### src/rtl/gtx_rx_sync.sv
// gtx_rx_sync: 8b10b code-group synchronisation FSM with comma-align control and loss-of-sync counting.
module gtx_rx_sync #(
    parameter int LOS_CNT_WIDTH = 16
) (
    input  logic                     RXUSRCLK2_IN,
    input  logic                     RESET_IN,
    input  logic                     RESETDONE_IN,
    input  logic [7:0]               RXDATA_IN,
    input  logic                     RXCHARISK_IN,
    input  logic                     RXCHARISCOMMA_IN,
    input  logic                     RXDISPERR_IN,
    input  logic                     RXNOTINTABLE_IN,
    input  logic [2:0]               RXBUFSTATUS_IN,
    output logic                     ENPCOMMAALIGN_OUT,
    output logic                     ENMCOMMAALIGN_OUT,
    output logic                     SYNC_STATUS_OUT,
    output logic [7:0]               RXDATA_OUT,
    output logic                     RXCHARISK_OUT,
    output logic                     RXEVEN_OUT,
    output logic [LOS_CNT_WIDTH-1:0] LOS_COUNT_OUT,
    output logic [3:0]               STATE_OUT
);
    typedef enum logic [3:0] {
        LOSS_OF_SYNC    = 4'd0,
        COMMA_DETECT_1  = 4'd1,
        ACQUIRE_SYNC_1  = 4'd2,
        COMMA_DETECT_2  = 4'd3,
        ACQUIRE_SYNC_2  = 4'd4,
        COMMA_DETECT_3  = 4'd5,
        SYNC_ACQUIRED_1 = 4'd6,
        SYNC_ACQUIRED_2 = 4'd7,
        SYNC_ACQUIRED_3 = 4'd8,
        SYNC_ACQUIRED_4 = 4'd9
    } state_t;
    state_t     state, nxt;
    logic [1:0] good_cgs, good_nxt;
    logic       even, cur_even, comma, d_char, cgbad, sync_nxt, unused_buf;
    assign comma      = RXCHARISCOMMA_IN;
    assign unused_buf = ^RXBUFSTATUS_IN[1:0];
    // A comma seen while unsynchronised defines an even code-group boundary.
    assign cur_even   = (state == LOSS_OF_SYNC && comma) ? 1'b1 : !even;
    assign d_char     = !RXCHARISK_IN && !RXNOTINTABLE_IN && !RXDISPERR_IN;
    assign cgbad      = RXNOTINTABLE_IN || RXDISPERR_IN || (comma && !cur_even);
    assign sync_nxt   = nxt >= SYNC_ACQUIRED_1;
    assign STATE_OUT  = state;
    always_comb begin
        nxt      = state;
        good_nxt = good_cgs;
        case (state)
            LOSS_OF_SYNC:   nxt = comma ? COMMA_DETECT_1 : LOSS_OF_SYNC;
            COMMA_DETECT_1: nxt = d_char ? ACQUIRE_SYNC_1 : LOSS_OF_SYNC;
            COMMA_DETECT_2: nxt = d_char ? ACQUIRE_SYNC_2 : LOSS_OF_SYNC;
            COMMA_DETECT_3: nxt = d_char ? SYNC_ACQUIRED_1 : LOSS_OF_SYNC;
            ACQUIRE_SYNC_1: nxt = cgbad ? LOSS_OF_SYNC : (comma && cur_even) ? COMMA_DETECT_2 : ACQUIRE_SYNC_1;
            ACQUIRE_SYNC_2: nxt = cgbad ? LOSS_OF_SYNC : (comma && cur_even) ? COMMA_DETECT_3 : ACQUIRE_SYNC_2;
            SYNC_ACQUIRED_1: begin
                nxt      = cgbad ? SYNC_ACQUIRED_2 : SYNC_ACQUIRED_1;
                good_nxt = cgbad ? 2'd0 : good_cgs;
            end
            SYNC_ACQUIRED_2, SYNC_ACQUIRED_3, SYNC_ACQUIRED_4: begin
                if (cgbad) begin
                    nxt      = (state == SYNC_ACQUIRED_2) ? SYNC_ACQUIRED_3 :
                               (state == SYNC_ACQUIRED_3) ? SYNC_ACQUIRED_4 : LOSS_OF_SYNC;
                    good_nxt = 2'd0;
                end else if (good_cgs == 2'd3) begin
                    nxt      = (state == SYNC_ACQUIRED_4) ? SYNC_ACQUIRED_3 :
                               (state == SYNC_ACQUIRED_3) ? SYNC_ACQUIRED_2 : SYNC_ACQUIRED_1;
                    good_nxt = 2'd0;
                end else begin
                    good_nxt = good_cgs + 2'd1;
                end
            end
            default: nxt = LOSS_OF_SYNC;
        endcase
        if (!RESETDONE_IN || RXBUFSTATUS_IN[2]) begin
            nxt      = LOSS_OF_SYNC;
            good_nxt = 2'd0;
        end
    end
    always_ff @(posedge RXUSRCLK2_IN or posedge RESET_IN) begin
        if (RESET_IN) begin
            state             <= LOSS_OF_SYNC;
            good_cgs          <= 2'd0;
            even              <= 1'b0;
            SYNC_STATUS_OUT   <= 1'b0;
            ENPCOMMAALIGN_OUT <= 1'b1;
            ENMCOMMAALIGN_OUT <= 1'b1;
            RXDATA_OUT        <= 8'h00;
            RXCHARISK_OUT     <= 1'b0;
            RXEVEN_OUT        <= 1'b0;
            LOS_COUNT_OUT     <= '0;
        end else begin
            state             <= nxt;
            good_cgs          <= good_nxt;
            even              <= cur_even;
            SYNC_STATUS_OUT   <= sync_nxt;
            ENPCOMMAALIGN_OUT <= nxt == LOSS_OF_SYNC;
            ENMCOMMAALIGN_OUT <= nxt == LOSS_OF_SYNC;
            RXDATA_OUT        <= RXDATA_IN;
            RXCHARISK_OUT     <= RXCHARISK_IN;
            RXEVEN_OUT        <= cur_even;
            if (SYNC_STATUS_OUT && !sync_nxt && !(&LOS_COUNT_OUT))
                LOS_COUNT_OUT <= LOS_COUNT_OUT + 1'b1;
        end
    end
endmodule
### config.mk
export PLATFORM = sky130hd
export DESIGN_NAME = gtx_rx_sync
export DESIGN_NICKNAME = d
export VERILOG_FILES = /design/src/rtl/gtx_rx_sync.sv
export SDC_FILE = /design/constraint.sdc
export NUM_CORES = 1
export LEC_CHECK = 0
export CAP_MARGIN = 20
export CORE_MARGIN = 2
export CORE_UTILIZATION = 30
export DETAILED_ROUTE_END_ITERATION = 12
export GPL_TIMING_DRIVEN = 0
export MAX_ROUTING_LAYER = met4
export PLACE_DENSITY_LB_ADDON = 0.2
export SYNTH_ARGS = -nofsm -noshare
export SYNTH_HDL_FRONTEND = slang
export SYNTH_SLANG_ARGS = --single-unit
### constraint.sdc
create_clock -name RXUSRCLK2_IN -period 2 [get_ports RXUSRCLK2_IN]
set_input_delay 0.4 -clock RXUSRCLK2_IN [delete_from_list [all_inputs] [get_ports RXUSRCLK2_IN]]
set_output_delay 0.4 -clock RXUSRCLK2_IN [all_outputs]
set_load 0.1 [all_outputs]
==> results by group, run 1 <==
Run status
  • Run status: finished with violations
  • Violated checks: negative setup slack

Synth
  • #FFs+latches synth: 34
  • Part of the Yosys area used for sequential elements: 0.492
  • Library cells used by synthesis: 50
  • Post-synth ARST share: 1.00
  • Synth area leaders: dfrtp_1 48%, xnor2_1 4.0%, nand3_1 2.9%
  • Number of synthesized flops with an enable pin: 0
  • Syn Inst Count: 154
  • Top cell type's share of synthesized area: 0.477
  • Ys Warns: 0
  • Area leader, netlist: dfrtp_1
  • Ys flop type: dfrtp_1
  • Post-synthesis net count: 174
  • Synthesized cell area: 1730 µm²
  • Syn avg cell area: 11.2 µm²

Timing
  • Post-route clock period utilization: 1.11
  • Fin crit period: 2220 ps
  • Final Max Tran Viols: 0
  • Fmax: 451 MHz
  • Worst slew pin tran: 965 ps
  • Slew HR: 0.359
  • Worst setup slack after layout: -219 ps
  • RSZ-0062 raised after global routing: yes
  • # setup viols final: 18
  • Sum of negative setup slack: -2560 ps
  • Fin. Hold Viols: 0
  • Min Hold Slack: 479 ps
  • Setup Skew: 4.99 ps

Job
  • Max Cap Violations: 0

Power and ir drop
  • PD cells: 481 nW/µm²
  • Leakage: 1.33 nW
  • VDD IR-drop max: 0.217 mV
  • Switching power: 0.417 mW
  • Sw Share: 0.284
  • Sequential share of power: 0.482
  • Combinational Power Share: 0.161
  • Total power: 1.47 mW
  • Clock power share: 0.358
  • Int Pwr: 1.05 mW

Die
  • Die W: 80.0 µm
  • Std-Cell Rows: 27
  • Die area: 6400 µm²
  • Die Height: 80.0 µm
  • Core area: 5540 µm²
  • Starting Density: 0.313
  • Top Ports: 51

Clock network
  • Clock sink total: 34
  • Clock Path Buffers: 2
  • Latest clock arrival within the worst-skew pair: 280 ps
  • CTS root buf: clkbuf_8
  • CTS tree: yes
  • Reg clk slew, reported paths: 70 ps
  • Number of buffers created by CTS: 5
  • Cts hold-fix bufs: 0
  • CTS HTree Levels: 2

Setup path
  • Crit Path Class: flop to flop
  • Critical path startpoint category: flop
  • FF-to-FF setup slack: -220 ps
  • Crit path DAT: 2440 ps
  • Critical Path Start: STATE_OUT[3]$_DFF_PP0_
  • Crit path max fanout: 6
  • Setup crit end kind: flop
  • Worst R2R Start: STATE_OUT[3]$_DFF_PP0_
  • CP required: 2220 ps

Drt
  • Routed wire length: 5210 µm
  • Post-route ant nets: 0
  • Via count: 1635
  • Initial DRC count: 81
  • Pre-antenna DRT Iters: 4
  • Vias per cell: 5.03
  • Number of remaining DRC errors: 0
  • Post-DR wirelength/cell: 16.0 µm

Placement
  • Dpl cells: 275
  • Final Wtd Congestion: 0.774
  • Buffers added on ports: 48
  • Post-place setup slack: -487 ps
  • Placed Area: 2370 µm²
  • HPWL Detailed: 2850 µm

Finish
  • Post-layout util: 0.552
  • Design area: 3060 µm²
  • P&R area growth vs syn: 76.6%
  • Commonest non-fill, non-tap cells in the layout: 28 x buf_4, 19 x buf_6, 18 x dfrtp_1
  • Most common cell after layout, fill and taps aside: buf_4
  • Final #Nets: 272
  • Diodes inserted: 0
  • Non-filler instance count after layout: 325
  • Layout cells sized above 1: 0.510

GRT
  • Total track usage: 0.171
  • First-pass GRT wire length: 8210 µm
  • Initial antenna violation count: 0
  • Vias in the first global route: 1654
  • GR Overflow Total: 0
  • Pin count of the biggest net entering global routing: 23

Worst hold path
  • Worst Hold Class: primary input to asynchronous set/reset pin
==> final cells by class <==
class	count	area, µm²
Buffer	6	71.3
Clock buffer	7	86.3
Clock inverter	1	5.00
Fill cell	499	2480
Inverter	4	15.0
Multi-Input combinational cell	110	1060
Sequential cell	34	883
Tap cell	72	90.1
Timing Repair Buffer	91	846
==> worst paths after layout <==
kind                                                end  cells after the start
max in group asynchronous   ENMCOMMAALIGN_OUT$_DFF_PP1_                      3
min in group RXUSRCLK2_IN  LOS_COUNT_OUT[5]$_DFFE_PP0P_                      1
max reg2reg                LOS_COUNT_OUT[8]$_DFFE_PP0P_                      9
max                        LOS_COUNT_OUT[8]$_DFFE_PP0P_                      9
min                             RXDATA_OUT[7]$_DFF_PP0_                      2
min reg2reg                LOS_COUNT_OUT[5]$_DFFE_PP0P_                      1
==> power by group through the flow <==
stage          Sequential, mW  Clock [mW]  Combinational, mW
5_1_grt                 0.709       0.583              0.247
4_1_cts                 0.708       0.539              0.226
3_5_place_dp            0.722           0              0.217
3_3_place_gp            0.721           0              0.209
2_1_floorplan           0.818           0             0.0422
6_report                0.708       0.525              0.236
==> per-layer routing <==
layer	vias to the layer above	part of all wire	track usage
li1	769	-	-
met5	-	0	-
met3	13	0.050	0.0407
met1	809	0.40	0.203
met2	44	0.52	0.283
met4	0	0.026	0.0661
==> synth_stat cells (4+ instances only) <==
| cell | n |
|---|---|
| a21oi_1 | 4 |
| nand3_1 | 10 |
| inv_1 | 4 |
| dfrtp_1 | 33 |
| nor2_1 | 8 |
| xnor2_1 | 8 |
| nand2_1 | 11 |
| nand4_1 | 6 |
==> sequential cells by signal (all words and copies together), names as in the netlist <==
signal             cells
good_cgs               2
even                   1
RXDATA_OUT             8
ENMCOMMAALIGN_OUT      1
RXCHARISK_OUT          1
STATE_OUT              4
SYNC_STATUS_OUT        1
LOS_COUNT_OUT         16
==> worst max-delay path, stage by stage (launching register included) <==
cell	delay, ps
dfrtp_4	420
buf_6	120
buf_4	160
and4bb_2	290
a31oi_2	210
o21ai_4	120
and2_4	200
buf_6	120
or4_1	460
nand2_1	70
==> cells by family (layout without fill, tap and decap cells) <==
logic type	after synthesis	in the layout	share of synthesized area
AOI/OAI and AO/OA	28	28	0.135
xor gates and xnor gates	11	11	0.0556
adders and majority gates	2	2	0.0144
buffers and inverters	10	109	0.0397
DFF	34	34	0.492
muxes	3	3	0.0195
and+or+nand+nor	66	66	0.243
==> timing repair <==
action,4_1_cts,5_1_grt
setup buffers,30,14
gates resized for setup,74,53
setup endpoints to repair,51,34
pin swaps,16,20
cloned,2,0
(Power assumes the default switching activity.)
==> run 2: changes to the inputs <==
CORE_UTILIZATION = 40   (was 30)
==> run 2 against run 1 <==
Effect of this change: the run still ends with negative setup slack left; sequential share of layout area grew 2.8 points; global-route usage grew 3.8 points; via count shrank 5.6%; die area shrank 24%; fmax shrank 1.9%; clock skew grew 4.4 ps; largest power group unchanged.
==> results by group, run 2 (same netlist as run 1, synthesis figures left out) <==
Run status
  • Run status: finished with violations
  • Violated checks: negative setup slack

Drt
  • Post-route ant nets: 0
  • Post-DR wirelength/cell: 16.4 µm
  • Routed wire length: 4700 µm
  • Via count: 1544
  • Vias per cell: 5.40
  • Number of remaining DRC errors: 0
  • Pre-antenna DRT Iters: 4
  • Initial DRC count: 97

Clock network
  • Latest clock arrival within the worst-skew pair: 300 ps
  • Number of buffers created by CTS: 5
  • CTS root buf: clkbuf_8
  • Clock sink total: 34
  • Cts hold-fix bufs: 0
  • Reg clk slew, reported paths: 70 ps
  • CTS HTree Levels: 2
  • Clock Path Buffers: 2
  • CTS tree: yes

Timing
  • # setup viols final: 17
  • Fin. Hold Viols: 0
  • RSZ-0062 raised after global routing: yes
  • Fmax: 442 MHz
  • Setup Skew: 9.37 ps
  • Fin crit period: 2260 ps
  • Slew HR: 0.357
  • Worst setup slack after layout: -262 ps
  • Post-route clock period utilization: 1.13
  • Final Max Tran Viols: 0
  • Worst slew pin tran: 968 ps
  • Sum of negative setup slack: -3370 ps

Setup path
  • Crit path DAT: 2440 ps
  • Crit path max-delay family: simple AND/OR/NAND/NOR gates
  • Critical path startpoint category: flop
  • Reg2reg end: LOS_COUNT_OUT[14]$_DFFE_PP0P_
  • Max stage delay on crit path: 500 ps
  • Worst R2R Start: STATE_OUT[1]$_DFF_PP0_
  • Crit Path Class: flop to flop
  • CP required: 2170 ps
  • Crit path max fanout: 6
  • Critical Path Start: STATE_OUT[1]$_DFF_PP0_
  • FF-to-FF setup slack: -260 ps
  • Worst Path Buf+Inv: 2
  • Cell Chain, Critical Path: buf_4 -> nor4_4 -> buf_4 -> o2111ai_4 -> o22ai_4 -> and2_4 -> nor3_4 -> mux2_4
  • Worst reg-to-reg path cell count: 8
  • Setup crit end kind: flop
  • Most used cell, CP: buf_4
  • CP max stage cell: dfrtp_4

Finish
  • Max reg flops: 16
  • Diodes inserted: 0
  • Post-layout util: 0.683
  • Most flops, register: LOS_COUNT_OUT
  • Most common cell after layout, fill and taps aside: buf_4
  • P&R area growth vs syn: 61.1%
  • Commonest non-fill, non-tap cells in the layout: 20 x buf_4, 18 x dfrtp_1, 16 x dlygate4sd2_1
  • Final #Nets: 255
  • Layout cells sized above 1: 0.407

Die
  • Starting Density: 0.424
  • Die area: 4870 µm²
  • Top Ports: 51
  • Die W: 69.8 µm
  • Die Height: 69.8 µm
  • Core area: 4090 µm²
  • Std-Cell Rows: 23

Power and ir drop
  • VDD IR-drop max: 0.437 mV
  • Leakage: 1.20 nW
  • PD cells: 527 nW/µm²
  • Total power: 1.47 mW

Job
  • Max Cap Violations: 0

GRT
  • Vias in the first global route: 1641
  • Pin count of the biggest net entering global routing: 26
  • GR Overflow Total: 0
  • Initial antenna violation count: 0
  • First-pass GRT wire length: 7880 µm
  • Total track usage: 0.210

Placement
  • HPWL Detailed: 2930 µm
  • Final Wtd Congestion: 0.976
  • Buffers added on ports: 48

Worst hold path
  • Worst Hold Class: primary input to asynchronous set/reset pin
[run 2: changes by cell type in the layout (fill, tap and decap cells not counted), sizes merged]
cell           previous run  this run
clkbuf                   14        12
buf                      51        33
dlymetal6s2s              2         1
clkdlybuf4s15             9        13
dlygate4sd2              15        16
clkinv                    1         0
[run 2: metal layers]
metal	routed length [µm]	global-route usage	share of wire
met1	1850	0.224	0.39
met2	2550	0.363	0.54
met3	193	0.0552	0.041
met4	104	0.0940	0.022
met5	0	-	0
[run 2: final cells by class]
type                    count  area [µm²]
well taps                  50        62.6
flip-flops and latches     34         883
multi-input cells         110         986
plain buffers               6        67.6
inverters                   4        15.0
clock buffers               8        90.1
fillers                   310        1300
repair buffers             74         686
[run 2: worst max-delay path by stage]
stage | endpoint | slack (ps) | cells past startpoint
floorplan | LOS_COUNT_OUT[3]$_DFFE_PP0P_ | -340 | 8
global placement | LOS_COUNT_OUT[12]$_DFFE_PP0P_ | -520 | 7
detailed placement | LOS_COUNT_OUT[12]$_DFFE_PP0P_ | -530 | 7
CTS | LOS_COUNT_OUT[4]$_DFFE_PP0P_ | -170 | 9
global route | LOS_COUNT_OUT[14]$_DFFE_PP0P_ | -320 | 8
finish | LOS_COUNT_OUT[14]$_DFFE_PP0P_ | -260 | 8
[run 2: repair_timing]
| action | 4_1_cts | 5_1_grt |
|---|---|---|
| resized for setup | 74 | 25 |
| setup buffers | 21 | 4 |
| endpoints found under the setup margin | 51 | 32 |
| pin swaps | 21 | 3 |
[run 2: worst reg2reg max path, cell delays in order (launching register included)]
cell and delay (ps):
dfrtp_4 500, buf_4 150, nor4_4 310, buf_4 200, o2111ai_4 120, o22ai_4 260, and2_4 260, nor3_4 50
mux2_4 300
[run 2: power breakdown]
part           switching, mW  internal, mW  leakage (nW)
Clock                  0.253         0.281        0.0455
Sequential           0.00581         0.702         0.422
Combinational          0.162        0.0658         0.728
Total                  0.420          1.05          1.20
[run 2: metrics by stage]
step                cell area [µm²]  worst slack, ps  hold slack, ps  cells
finish                         2790             -262             414    286
global route                   2790             -322             428    286
CTS                            2720             -174             414    282
detailed placement             2340             -531             474    253
global placement               2320             -524             464    252
floorplan                      1770             -344             431    154
